<file path="src/rtl/clk_gate_ctrl.sv">
// Clock-gate sequencer: wakes a gated datapath clock on request, grants it
// round-robin to one requester at a time and sleeps after an idle timeout.
module clk_gate_ctrl #(
  parameter int unsigned NUM_REQ  = 2,
  parameter int unsigned WAKE_CYC = 2,
  parameter int unsigned IDLE_CYC = 4,
  parameter int unsigned CNT_W    = 4
) (
  input  logic               CLK,
  input  logic               RST,
  input  logic [NUM_REQ-1:0] Req,
  input  logic               Test_Mode,
  output logic               Gate_EN,
  output logic [NUM_REQ-1:0] Grant,
  output logic               Busy
);

  localparam int unsigned IdxW = (NUM_REQ > 1) ? $clog2(NUM_REQ) : 1;
  localparam logic [IdxW-1:0]  LastRst  = IdxW'(NUM_REQ - 1);
  localparam logic [CNT_W-1:0] WakeLoad = CNT_W'(WAKE_CYC - 1);
  localparam logic [CNT_W-1:0] IdleLoad = CNT_W'(IDLE_CYC - 1);

  typedef enum logic [2:0] {
    StSleep = 3'd0,
    StWake  = 3'd1,
    StGrant = 3'd2,
    StArb   = 3'd3,
    StIdle  = 3'd4
  } state_e;

  state_e             state_q, state_d;
  logic [CNT_W-1:0]   cnt_q, cnt_d;
  logic [IdxW-1:0]    last_q, last_d;
  logic [NUM_REQ-1:0] grant_q, grant_d;
  logic               gate_q, gate_d;
  logic               busy_q, busy_d;

  logic               any_req;
  logic               hold;
  logic [IdxW-1:0]    cand_idx;
  logic [IdxW-1:0]    arb_idx;
  logic [NUM_REQ-1:0] arb_onehot;

  assign any_req = |Req;
  assign hold    = |(grant_q & Req);

  // Scan from farthest to nearest so the nearest asserted index after last_q wins.
  always_comb begin
    cand_idx = last_q;
    arb_idx  = last_q;
    for (int i = NUM_REQ; i > 0; i--) begin
      cand_idx = IdxW'((int'(last_q) + i) % int'(NUM_REQ));
      if (Req[cand_idx]) begin
        arb_idx = cand_idx;
      end
    end
  end

  assign arb_onehot = NUM_REQ'(1) << arb_idx;

  always_comb begin
    state_d = state_q;
    cnt_d   = cnt_q;
    last_d  = last_q;
    grant_d = '0;

    unique case (state_q)
      StSleep: begin
        if (any_req) begin
          state_d = StWake;
          cnt_d   = WakeLoad;
        end
      end
      StWake: begin
        if (cnt_q != '0) begin
          cnt_d = cnt_q - CNT_W'(1);
        end else if (any_req) begin
          state_d = StGrant;
          grant_d = arb_onehot;
          last_d  = arb_idx;
        end else begin
          state_d = StIdle;
          cnt_d   = IdleLoad;
        end
      end
      StGrant: begin
        if (hold) begin
          grant_d = grant_q;
        end else begin
          state_d = StArb;
        end
      end
      StArb: begin
        if (any_req) begin
          state_d = StGrant;
          grant_d = arb_onehot;
          last_d  = arb_idx;
        end else begin
          state_d = StIdle;
          cnt_d   = IdleLoad;
        end
      end
      StIdle: begin
        // A request on the expiry edge still wins over going to sleep.
        if (any_req) begin
          state_d = StGrant;
          grant_d = arb_onehot;
          last_d  = arb_idx;
        end else if (cnt_q != '0) begin
          cnt_d = cnt_q - CNT_W'(1);
        end else begin
          state_d = StSleep;
        end
      end
      default: begin
        state_d = StSleep;
        cnt_d   = '0;
      end
    endcase

    gate_d = (state_d != StSleep);
    busy_d = (state_d != StSleep);
  end

  always_ff @(posedge CLK) begin
    if (!RST) begin
      state_q <= StSleep;
      cnt_q   <= '0;
      last_q  <= LastRst;
      grant_q <= '0;
      gate_q  <= 1'b0;
      busy_q  <= 1'b0;
    end else begin
      state_q <= state_d;
      cnt_q   <= cnt_d;
      last_q  <= last_d;
      grant_q <= grant_d;
      gate_q  <= gate_d;
      busy_q  <= busy_d;
    end
  end

  // Test_Mode is static during scan, so the OR cannot glitch the gate enable.
  assign Gate_EN = gate_q | Test_Mode;
  assign Grant   = grant_q;
  assign Busy    = busy_q;

endmodule

</file>
<file path="config.mk">
export PLATFORM = sky130hd
export DESIGN_NAME = clk_gate_ctrl
export DESIGN_NICKNAME = d
export VERILOG_FILES = /design/src/rtl/clk_gate_ctrl.sv
export SDC_FILE = /design/constraint.sdc
export NUM_CORES = 1
export LEC_CHECK = 0
export ABC_AREA = 1
export CAP_MARGIN = 30
export CORE_MARGIN = 5
export CORE_UTILIZATION = 50
export DETAILED_ROUTE_END_ITERATION = 6
export GPL_TIMING_DRIVEN = 0
export PLACE_DENSITY_LB_ADDON = 0.3
export SYNTH_ARGS = -nofsm -noshare
export SYNTH_HDL_FRONTEND = slang
export SYNTH_SLANG_ARGS = --single-unit
</file>
<file path="constraint.sdc">
create_clock -name CLK -period 2.4 [get_ports CLK]
set_input_delay 0.72 -clock CLK [delete_from_list [all_inputs] [get_ports CLK]]
set_output_delay 0.72 -clock CLK [all_outputs]
set_load 0.005 [all_outputs]
</file>
==> results of run 1 <==
power by group:
part | leakage [nW] | total, mW | switching, mW | internal (mW)
logic | 0.323 | 0.466 | 0.280 | 0.185
registers | 0.0901 | 0.283 | 0.0492 | 0.234
clock network | 0.0177 | 0.130 | 0.0679 | 0.0618
per-stage QoR:
step	util, %	TNS (ns)	setup slack [ns]	area, um2	instances
after floorplan	-	0	0.676	711	122
after global placement	61.4	-0.154	-0.154	810	145
after detailed placement	61.4	-0.156	-0.156	810	145
after CTS	63.4	0	0.0309	836	149
after global routing	63.4	0	0.00323	836	149
final	63.4	0	0.0320	836	149
layout make-up:
class	instances	area, um2
clock buffer	3	22.5
sequential	11	220
timing repair buffer	8	78.8
clock inverter	1	5.00
multi-input combinational	91	415
fill	137	482
tap	15	18.8
inverter	20	75.1
metal layers:
layer	GRT usage [%]	vias up	wire (um)
met5	0	-	0
met4	8.06	0	32
met3	3.38	6	59
met2	23.0	11	639
met1	20.6	321	744
li1	-	399	-
cells in the final DEF (no fill, tap or decap):
master	n
a21oi_1	8
clkbuf_4	3
clkdlybuf4s50_1	7
clkinv_2	1
dfxtp_1	11
dlygate4sd2_1	1
ha_1	1
inv_1	16
inv_2	4
nand2_1	42
nand2_2	3
nand3_1	9
nand3b_2	1
nand4_1	1
nor2_1	15
nor2_2	4
nor3_1	1
o211ai_1	1
o21ai_0	2
o21ai_1	1
or2_2	1
xor2_1	1
flip-flops by register name (all words and copies together) (netlist names):
register and count:
last_q 1, Busy 1, state_q 3, Grant 2, cnt_q 4
path summary, 6_finish.rpt:
check / from / slack, ns / to / cells after the start
worst max-delay path: Test_Mode / 0.03 / Gate_EN / 3
worst max register to register: cnt_q[0] / 0.85 / last_q / 9
worst min-delay path: cnt_q[1] / 0.50 / cnt_q[1] / 2
worst min register to register: cnt_q[1] / 0.50 / cnt_q[1] / 2
cells by family (layout without fill, tap and decap cells):
logic type,Yosys count,count (layout),synth area share [%]
AO/OA/AOI/OAI,12,12,8.80
XOR/XNOR,1,1,1.23
adder cells (fa/ha/maj),1,1,1.76
buffers and inverters,20,32,10.6
flip-flops,11,11,31.0
AND/OR/NAND/NOR,77,77,46.7
critical path, delay by kind of cell:
family | cells | cell delay (ns)
and+or+nand+nor | 1 | 0.28
buffers and inverters | 2 | 0.65
==> metrics.yaml, run 1 <==
status:
  status: "complete, no violations"
clock_tree:
  clk_pin_slew_ns: 0.07
  cts-resized-gates: 1
  cts_root_buffer: "clkbuf_4"
  cts_tree: "yes"
  hold_buffers: 0
  cts_made_buffers: 3
  clockBufferDepth: 2
  post-cts-setup-buffers: 0
  clock_latency_ns: 0.27
  cts.htree.levels: 1
  clock_sinks: 11
route:
  vias: 737
  drt_first_iter_violations: 17
  viasPerCell: 4.95
  drc: 0
  wire_per_inst_um: 9.91
  drt_wl_total_um: 1480
  dr.pass1.iters: 4
  ant_nets: 0
layout:
  n_antenna_cell: 0
  synthToLayoutAreaGrowth_pct: 17.6
  drive_gt1_share_pct: 12.7
  fin_nets: 141
logic_synthesis:
  yosysWarningCount: 0
  synthTopCellsByArea: "dfxtp_1, nand2_1, inv_1"
  synth_top_cell_area_share_pct: 31.0
  yosysMostFrequentCell: "nand2_1"
  synth_cell_type_count: 18
  yosys_most_used_dff: "dfxtp_1"
  synth_common_cells: "nand2_1, inv_1, nor2_1"
  mappedNetlistArea_um2: 711
  synth_edf_count: 0
  yosysSeqAreaShare_pct: 31.0
  syn_inst: 122
  synth_fp_nets: 128
  yosysTopAreaCell: "dfxtp_1"
  syn_avg_cell_area_um2: 5.83
  synth-seq-cells: 11
  synthArstFlopShare_pct: 0
sta:
  fin_crit_ns: 2.37
  slew_headroom_pct: 78.7
  report.final.slew_viol_count: 0
  fin_hold_ws_ns: 0.499
  post-route-period-util_pct: 98.7
  fmax_mhz: 422
  tightest_slew_ns: 0.319
  finClkSkew_ns: 0.00109
  rsz0062_at_grt: "no"
  hold_viol: 0
  setup_viol: 0
setup_path:
  required_ns: 1.68
  critPathMaxFanout: 1
  path_class: "input pin to output pin"
  path_cells: "clkdlybuf4s50_1 -> or2_2 -> dlygate4sd2_1"
  endpoint_kind: "output pin"
  critPathLaunchType: "input pin"
  max_stage_delay_ns: 0.39
  critPathSlowestCell: "clkdlybuf4s50_1"
  critPathArrivalTime_ns: 1.65
global_route:
  track_usage_pct: 15.4
  grt_max_degree: 9
  grt_overflow: 0
  grt_pass1_wl_um: 2440
  antenna_found_initial: 0
  grt_pass1_vias: 597
floorplan:
  chipHeight_um: 47.7
  die_w_um: 47.7
  core_mm2: 0.00132
  start_util_pct: 53.9
  ios: 9
  num_rows: 13
  dieArea_mm2: 0.00228
power:
  powerDensity_mw_per_mm2: 1050
  ir_worst_vdd_mv: 0.516
  leakagePower_nw: 0.431
  p_total_mw: 0.879
place:
  portBuffers: 8
  routabilityCongestion: 0.855
  hpwl_um: 1150
flow_run:
  max-cap-violations: 0
worst_hold_path:
  hp-class: "register to register"
Power figures use the tool's default switching activity.
==> inputs of run 2 (changes only) <==
Settings changed: ABC_AREA 1 to 0.
Clock period 2.4 ns to 2.75 ns, I/O delays scaled along.
==> run 2 against run 1 <==
  * Via count increased by 1.9%
  * First-iteration DRC count up 110%
  * Flip-flop and latch count did not move
  * Routed wire length rose by 29%
  * Worst hold slack improved by 0.0041 ns
  * Count of clock-buffer cells in the layout up 1
  * Die area rose by 6.1%
  * Clock power is 12% lower
==> metrics.yaml, run 2 <==
layout:
  final_cell_mix: "dfxtp_1, clkdlybuf4s50_1, nor3_1"
  synthToLayoutAreaGrowth_pct: 16.3
  top_register: "cnt_q"
  final_core_util_pct: 60.5  # -2.9 points
  regArea_um2: 220  # unchanged
  fin_nets: 111  # -21%
  final_common_cell: "dfxtp_1"
  multi_input_area_um2: 504  # +21%
  n_antenna_cell: 0  # unchanged
  drive_gt1_share_pct: 9.62  # -3.1 points
  fillerInstances: 138  # +0.73%
  largest_reg_flops: 4  # unchanged
setup_path:
  critPathArrivalTime_ns: 1.76  # +0.11 ns
  r2r_start: "cnt_q[0]"
  startpoint: "Test_Mode"
  path_class: "input pin to output pin"
  critPathLaunchType: "input pin"
  required_ns: 1.93  # +0.25 ns
  critPathMaxFanout: 1  # unchanged
  endpoint_kind: "output pin"
sta:
  tightest_slew_ns: 0.446  # +0.127 ns
  hold_viol: 0  # unchanged
  fin_crit_ns: 2.59
  setup_viol: 0  # unchanged
  finClkSkew_ns: 0.00668  # +0.00558 ns
  post-route-period-util_pct: 94.1
  rsz0062_at_grt: "no"
  fmax_mhz: 386
  setup_ws_ns: 0.161  # +0.129 ns
  slew_headroom_pct: 70.3  # -8.4 points
  report.final.slew_viol_count: 0  # unchanged
global_route:
  grt_pass1_vias: 690  # +16%
  track_usage_pct: 16.6  # +1.2 points
  grt_max_degree: 11  # +2
  grt_pass1_wl_um: 3240  # +33%
  grt_overflow: 0  # unchanged
  antenna_found_initial: 0  # unchanged
power:
  p_total_mw: 0.569  # -35%
  leakagePower_nw: 0.334  # -22%
  powerDensity_mw_per_mm2: 639  # -39%
  ir_worst_vdd_mv: 0.368  # -29%
floorplan:
  ios: 9  # unchanged
  core_mm2: 0.00147  # +12%
  num_rows: 14  # +1
  start_util_pct: 52.0  # -1.9 points
  die_w_um: 49.1  # +3.0%
  chipHeight_um: 49.1  # +3.0%
  dieArea_mm2: 0.00241  # +6.1%
logic_synthesis:
  mappedNetlistArea_um2: 766  # +7.7%
  synthArstFlopShare_pct: 0  # unchanged
  synth_fp_nets: 98  # -23%
  yosysSeqAreaShare_pct: 28.8  # -2.2 points
  yosysWarningCount: 0  # unchanged
  syn_avg_cell_area_um2: 8.32  # +43%
  syn_inst: 92  # -25%
  synth_edf_count: 0  # unchanged
  yosysMostFrequentCell: "dfxtp_1"
  synth-seq-cells: 11  # unchanged
  yosys_most_used_dff: "dfxtp_1"
  synth_common_cells: "dfxtp_1, nor3_1, nand2b_1"
  synth_top_cell_area_share_pct: 28.8  # -2.2 points
  synth_cell_type_count: 44  # +26
  synthTopCellsByArea: "dfxtp_1, nand2b_1, nor3_1"
  yosysTopAreaCell: "dfxtp_1"
route:
  ant_nets: 0  # unchanged
  wire_per_inst_um: 15.8  # +60%
  dr.pass1.iters: 4  # unchanged
  drc: 0  # unchanged
  drt_first_iter_violations: 36  # +19
  drt_wl_total_um: 1900  # +29%
  vias: 751  # +1.9%
  viasPerCell: 6.26  # +27%
worst_hold_path:
  hp-class: "register to register"
  hold_start: "Grant[1]"
clock_tree:
  clk_pin_slew_ns: 0.07  # about the same
  hold_buffers: 0  # unchanged
  post-cts-setup-buffers: 0  # unchanged
  cts_root_buffer: "clkbuf_4"
  cts-resized-gates: 1  # unchanged
  clock_latency_ns: 0.27  # about the same
  clock_sinks: 11  # unchanged
  cts_tree: "yes"
  cts_made_buffers: 3  # unchanged
  clockBufferDepth: 2  # unchanged
  cts.htree.levels: 1  # unchanged
place:
  portBuffers: 8  # unchanged
  pre_cts_ws_ns: -0.0352  # +0.121 ns
  hpwl_um: 1380  # +20%
  routabilityCongestion: 0.888  # +3.8%
flow_run:
  max-cap-violations: 0  # unchanged
status:
  status: "complete, no violations"
## run 2: cell types whose count changed after synthesis, moves of 5 or more
cell      delta
nor3_1       +5
nor2_1      -11
a21oi_1      -6
nand2b_1     +5
nand2_1     -39
nand3_1      -9
inv_1       -12
## run 2: final timing paths
| path | end | slack (ns) | cells past startpoint |
|---|---|---|---|
| max reg2reg | Busy | 0.93 | 6 |
| min reg2reg | Grant[1] | 0.50 | 1 |
| max | Gate_EN | 0.16 | 3 |
| min | Grant[1] | 0.50 | 1 |
## run 2: cell families (layout without fill, tap and decap cells)
group / after synthesis / count (layout) / synth area share (%)
AOI/OAI and AO/OA: 33 / 33 / 32.7
and+or+nand+nor: 36 / 36 / 30.1
muxes: 1 / 1 / 1.47
adders and majority gates: 1 / 1 / 1.63
DFF: 11 / 11 / 28.8
buffers and inverters: 10 / 22 / 5.39
## run 2: final cells by class
class	instances	share of cell area, %
clock buffer	4	2.95
tap	16	2.25
inverter	4	1.69
buffer	6	2.95
multi-input combinational	71	56.6
timing repair buffer	8	8.85
sequential	11	24.7
## run 2: where the power goes
part | switching [mW] | internal, mW | leakage (nW) | total [mW]
combinational | 0.131 | 0.112 | 0.229 | 0.243
sequential | 0.0260 | 0.185 | 0.0903 | 0.211
clock | 0.0590 | 0.0562 | 0.0150 | 0.115
## run 2: worst max-delay path, cell delays in order
cell and delay [ns]:
clkdlybuf4s50_1 0.39, or2_2 0.28, dlygate4sd2_1 0.27
## run 2: through the flow
step	cell area, um2	hold WS, ns	std cells	TNS, ns
5_1_grt	891	0.559	120	0
2_1_floorplan	766	0.470	92	0
3_5_place_dp	866	0.489	116	-0.0352
6_report	891	0.503	120	0
4_1_cts	891	0.510	120	0
3_3_place_gp	866	0.491	116	-0.0201
## run 2: routing by layer
metal  global-route usage [%]  part of all wire, %  vias up  wire length, um
met5                        0                    0        -                0
met4                     6.73                  1.8        0               34
met3                     3.67                  4.7        4               90
met2                     25.8                   47       26              885
met1                     21.9                   47      346              888
li1                         -                    -      375                -
==> inputs of run 3 (changes only) <==
Settings changed: ABC_CLOCK_PERIOD_IN_PS set to 3100.
Clock period 2.75 ns to 3.1 ns, I/O delays scaled along.
==> run 3 against run 2 <==
  * Non-clock buffer count did not move
  * Via count unchanged
  * Clock power shrank 11%
  * Critical endpoint unchanged
  * Clock skew unchanged
  * First-iteration DRC count unchanged
  * Highest routed layer unchanged
  * Final area rose by 0.14%
  * Setup slack got worse by 0.048 ns
  * Register-to-register slack improved by 0.35 ns
  * Utilization is 0.085 points higher
  * Critical path type unchanged
==> metrics.yaml, run 3 (synthesized netlist as in run 2, its figures left out) <==
status:
  status: "complete, no violations"
layout:
  top_register: "cnt_q"
  synthToLayoutAreaGrowth_pct: 16.5
  drive_gt1_share_pct: 9.62  # unchanged
  fin_nets: 111  # unchanged
  final_cell_mix: "dfxtp_1, clkdlybuf4s50_1, nor3_1"
  largest_reg_flops: 4  # unchanged
  final_common_cell: "dfxtp_1"
  final_core_util_pct: 60.6  # +0.085 points
  stdcell_area_um2: 892  # +0.14%
  n_antenna_cell: 0  # unchanged
power:
  ir_worst_vdd_mv: 0.326  # -11%
  leakagePower_nw: 0.334  # about the same
  powerDensity_mw_per_mm2: 568  # -11%
setup_path:
  required_ns: 2.17  # +0.24 ns
  critPathMaxFanout: 1  # unchanged
  critPathArrivalTime_ns: 2.06  # +0.30 ns
  endpoint_kind: "output pin"
  path_class: "input pin to output pin"
  path_cells: "clkdlybuf4s50_1 -> or2_2 -> clkdlybuf4s50_1"
  critPathSlowestCell: "clkdlybuf4s50_1"
  path_common_cell: "clkdlybuf4s50_1"
  max_stage_delay_ns: 0.45  # +0.06 ns
  critPathLaunchType: "input pin"
global_route:
  track_usage_pct: 16.6  # unchanged
  grt_max_degree: 11  # unchanged
  antenna_found_initial: 0  # unchanged
  grt_overflow: 0  # unchanged
  grt_pass1_wl_um: 3240  # unchanged
  grt_pass1_vias: 690  # unchanged
clock_tree:
  clock_sinks: 11  # unchanged
  clk_pin_slew_ns: 0.07  # about the same
  cts.htree.levels: 1  # unchanged
  clockBufferDepth: 2  # unchanged
  cts_root_buffer: "clkbuf_4"
  cts_tree: "yes"
  cts_made_buffers: 3  # unchanged
  hold_buffers: 0  # unchanged
  post-cts-setup-buffers: 0  # unchanged
  cts-resized-gates: 0  # -1
  clock_latency_ns: 0.27  # about the same
place:
  portBuffers: 8  # unchanged
  routabilityCongestion: 0.888  # unchanged
  hpwl_um: 1380  # unchanged
  dpl-instance-area_um2: 866  # unchanged
sta:
  slew_headroom_pct: 70.3  # unchanged
  fmax_mhz: 335
  rsz0062_at_grt: "no"
  setup_tns_ns: 0  # unchanged
  finClkSkew_ns: 0.00668  # unchanged
  setup_viol: 0  # unchanged
  post-route-period-util_pct: 96.3
  fin_crit_ns: 2.99
  hold_viol: 0  # unchanged
  tightest_slew_ns: 0.446  # unchanged
  report.final.slew_viol_count: 0  # unchanged
floorplan:
  ios: 9  # unchanged
  dieArea_mm2: 0.00241  # unchanged
  die_w_um: 49.1  # unchanged
  num_rows: 14  # unchanged
  core_mm2: 0.00147  # unchanged
  start_util_pct: 52.0  # unchanged
  chipHeight_um: 49.1  # unchanged
flow_run:
  max-cap-violations: 0  # unchanged
route:
  viasPerCell: 6.26  # unchanged
  drt_first_iter_violations: 36  # unchanged
  dr.pass1.iters: 4  # unchanged
  drt_wl_total_um: 1900  # about the same
  drc: 0  # unchanged
  vias: 751  # unchanged
  wire_per_inst_um: 15.8  # about the same
  ant_nets: 0  # unchanged
worst_hold_path:
  hp-class: "register to register"
## run 3: changes by cell type in the layout (fill, tap and decap cells not counted)
cell | previous run | this run
clkdlybuf4s50_1 | 7 | 8
dlygate4sd2_1 | 1 | 0
## run 3: final cells by class
cell class                 count  area [um2]
sequential                    11         220
fill                         137         579
timing repair buffer           8        80.1
clock buffer                   4        26.3
buffer                         6        26.3
inverter                       4        15.0
tap                           16        20.0
multi-input combinational     71         504
## run 3: worst paths after layout
path | startpoint | to | slack, ns | depth (start not counted)
worst max-delay path | Test_Mode | Gate_EN | 0.11 | 3
worst min-delay path | Grant[1] | Grant[1] | 0.50 | 1
worst max register to register | cnt_q[0] | Busy | 1.28 | 6
worst min register to register | Grant[1] | Grant[1] | 0.50 | 1
## run 3: stage by stage
| stage | hold slack [ns] | setup WS (ns) | power [mW] | instances |
|---|---|---|---|---|
| floorplan | 0.470 | 0.956 | 0.339 | 92 |
| global placement | 0.491 | 0.120 | 0.397 | 116 |
| detailed placement | 0.489 | 0.105 | 0.403 | 116 |
| CTS | 0.510 | 0.100 | 0.503 | 120 |
| global route | 0.559 | 0.0617 | 0.543 | 120 |
| finish | 0.503 | 0.114 | 0.507 | 120 |
## run 3: power by group
group	leakage (nW)	internal (mW)	switching (mW)	total, mW
Combinational	0.229	0.102	0.116	0.217
Clock	0.0150	0.0499	0.0523	0.102
Sequential	0.0903	0.164	0.0231	0.187
## run 3: per-layer routing
metal | routed length, um | vias to the layer above | GRT usage (%) | share of wire, %
li1 | - | 375 | - | -
met1 | 888 | 346 | 21.9 | 47
met3 | 90 | 4 | 3.67 | 4.7
met5 | 0 | - | 0 | 0
met2 | 885 | 26 | 25.8 | 47
met4 | 34 | 0 | 6.73 | 1.8
## run 3: worst max-delay path, delay by kind of cell
kind                   cells  cell delay [ns]
buffers and inverters      2             0.84
AND/OR/NAND/NOR            1             0.29
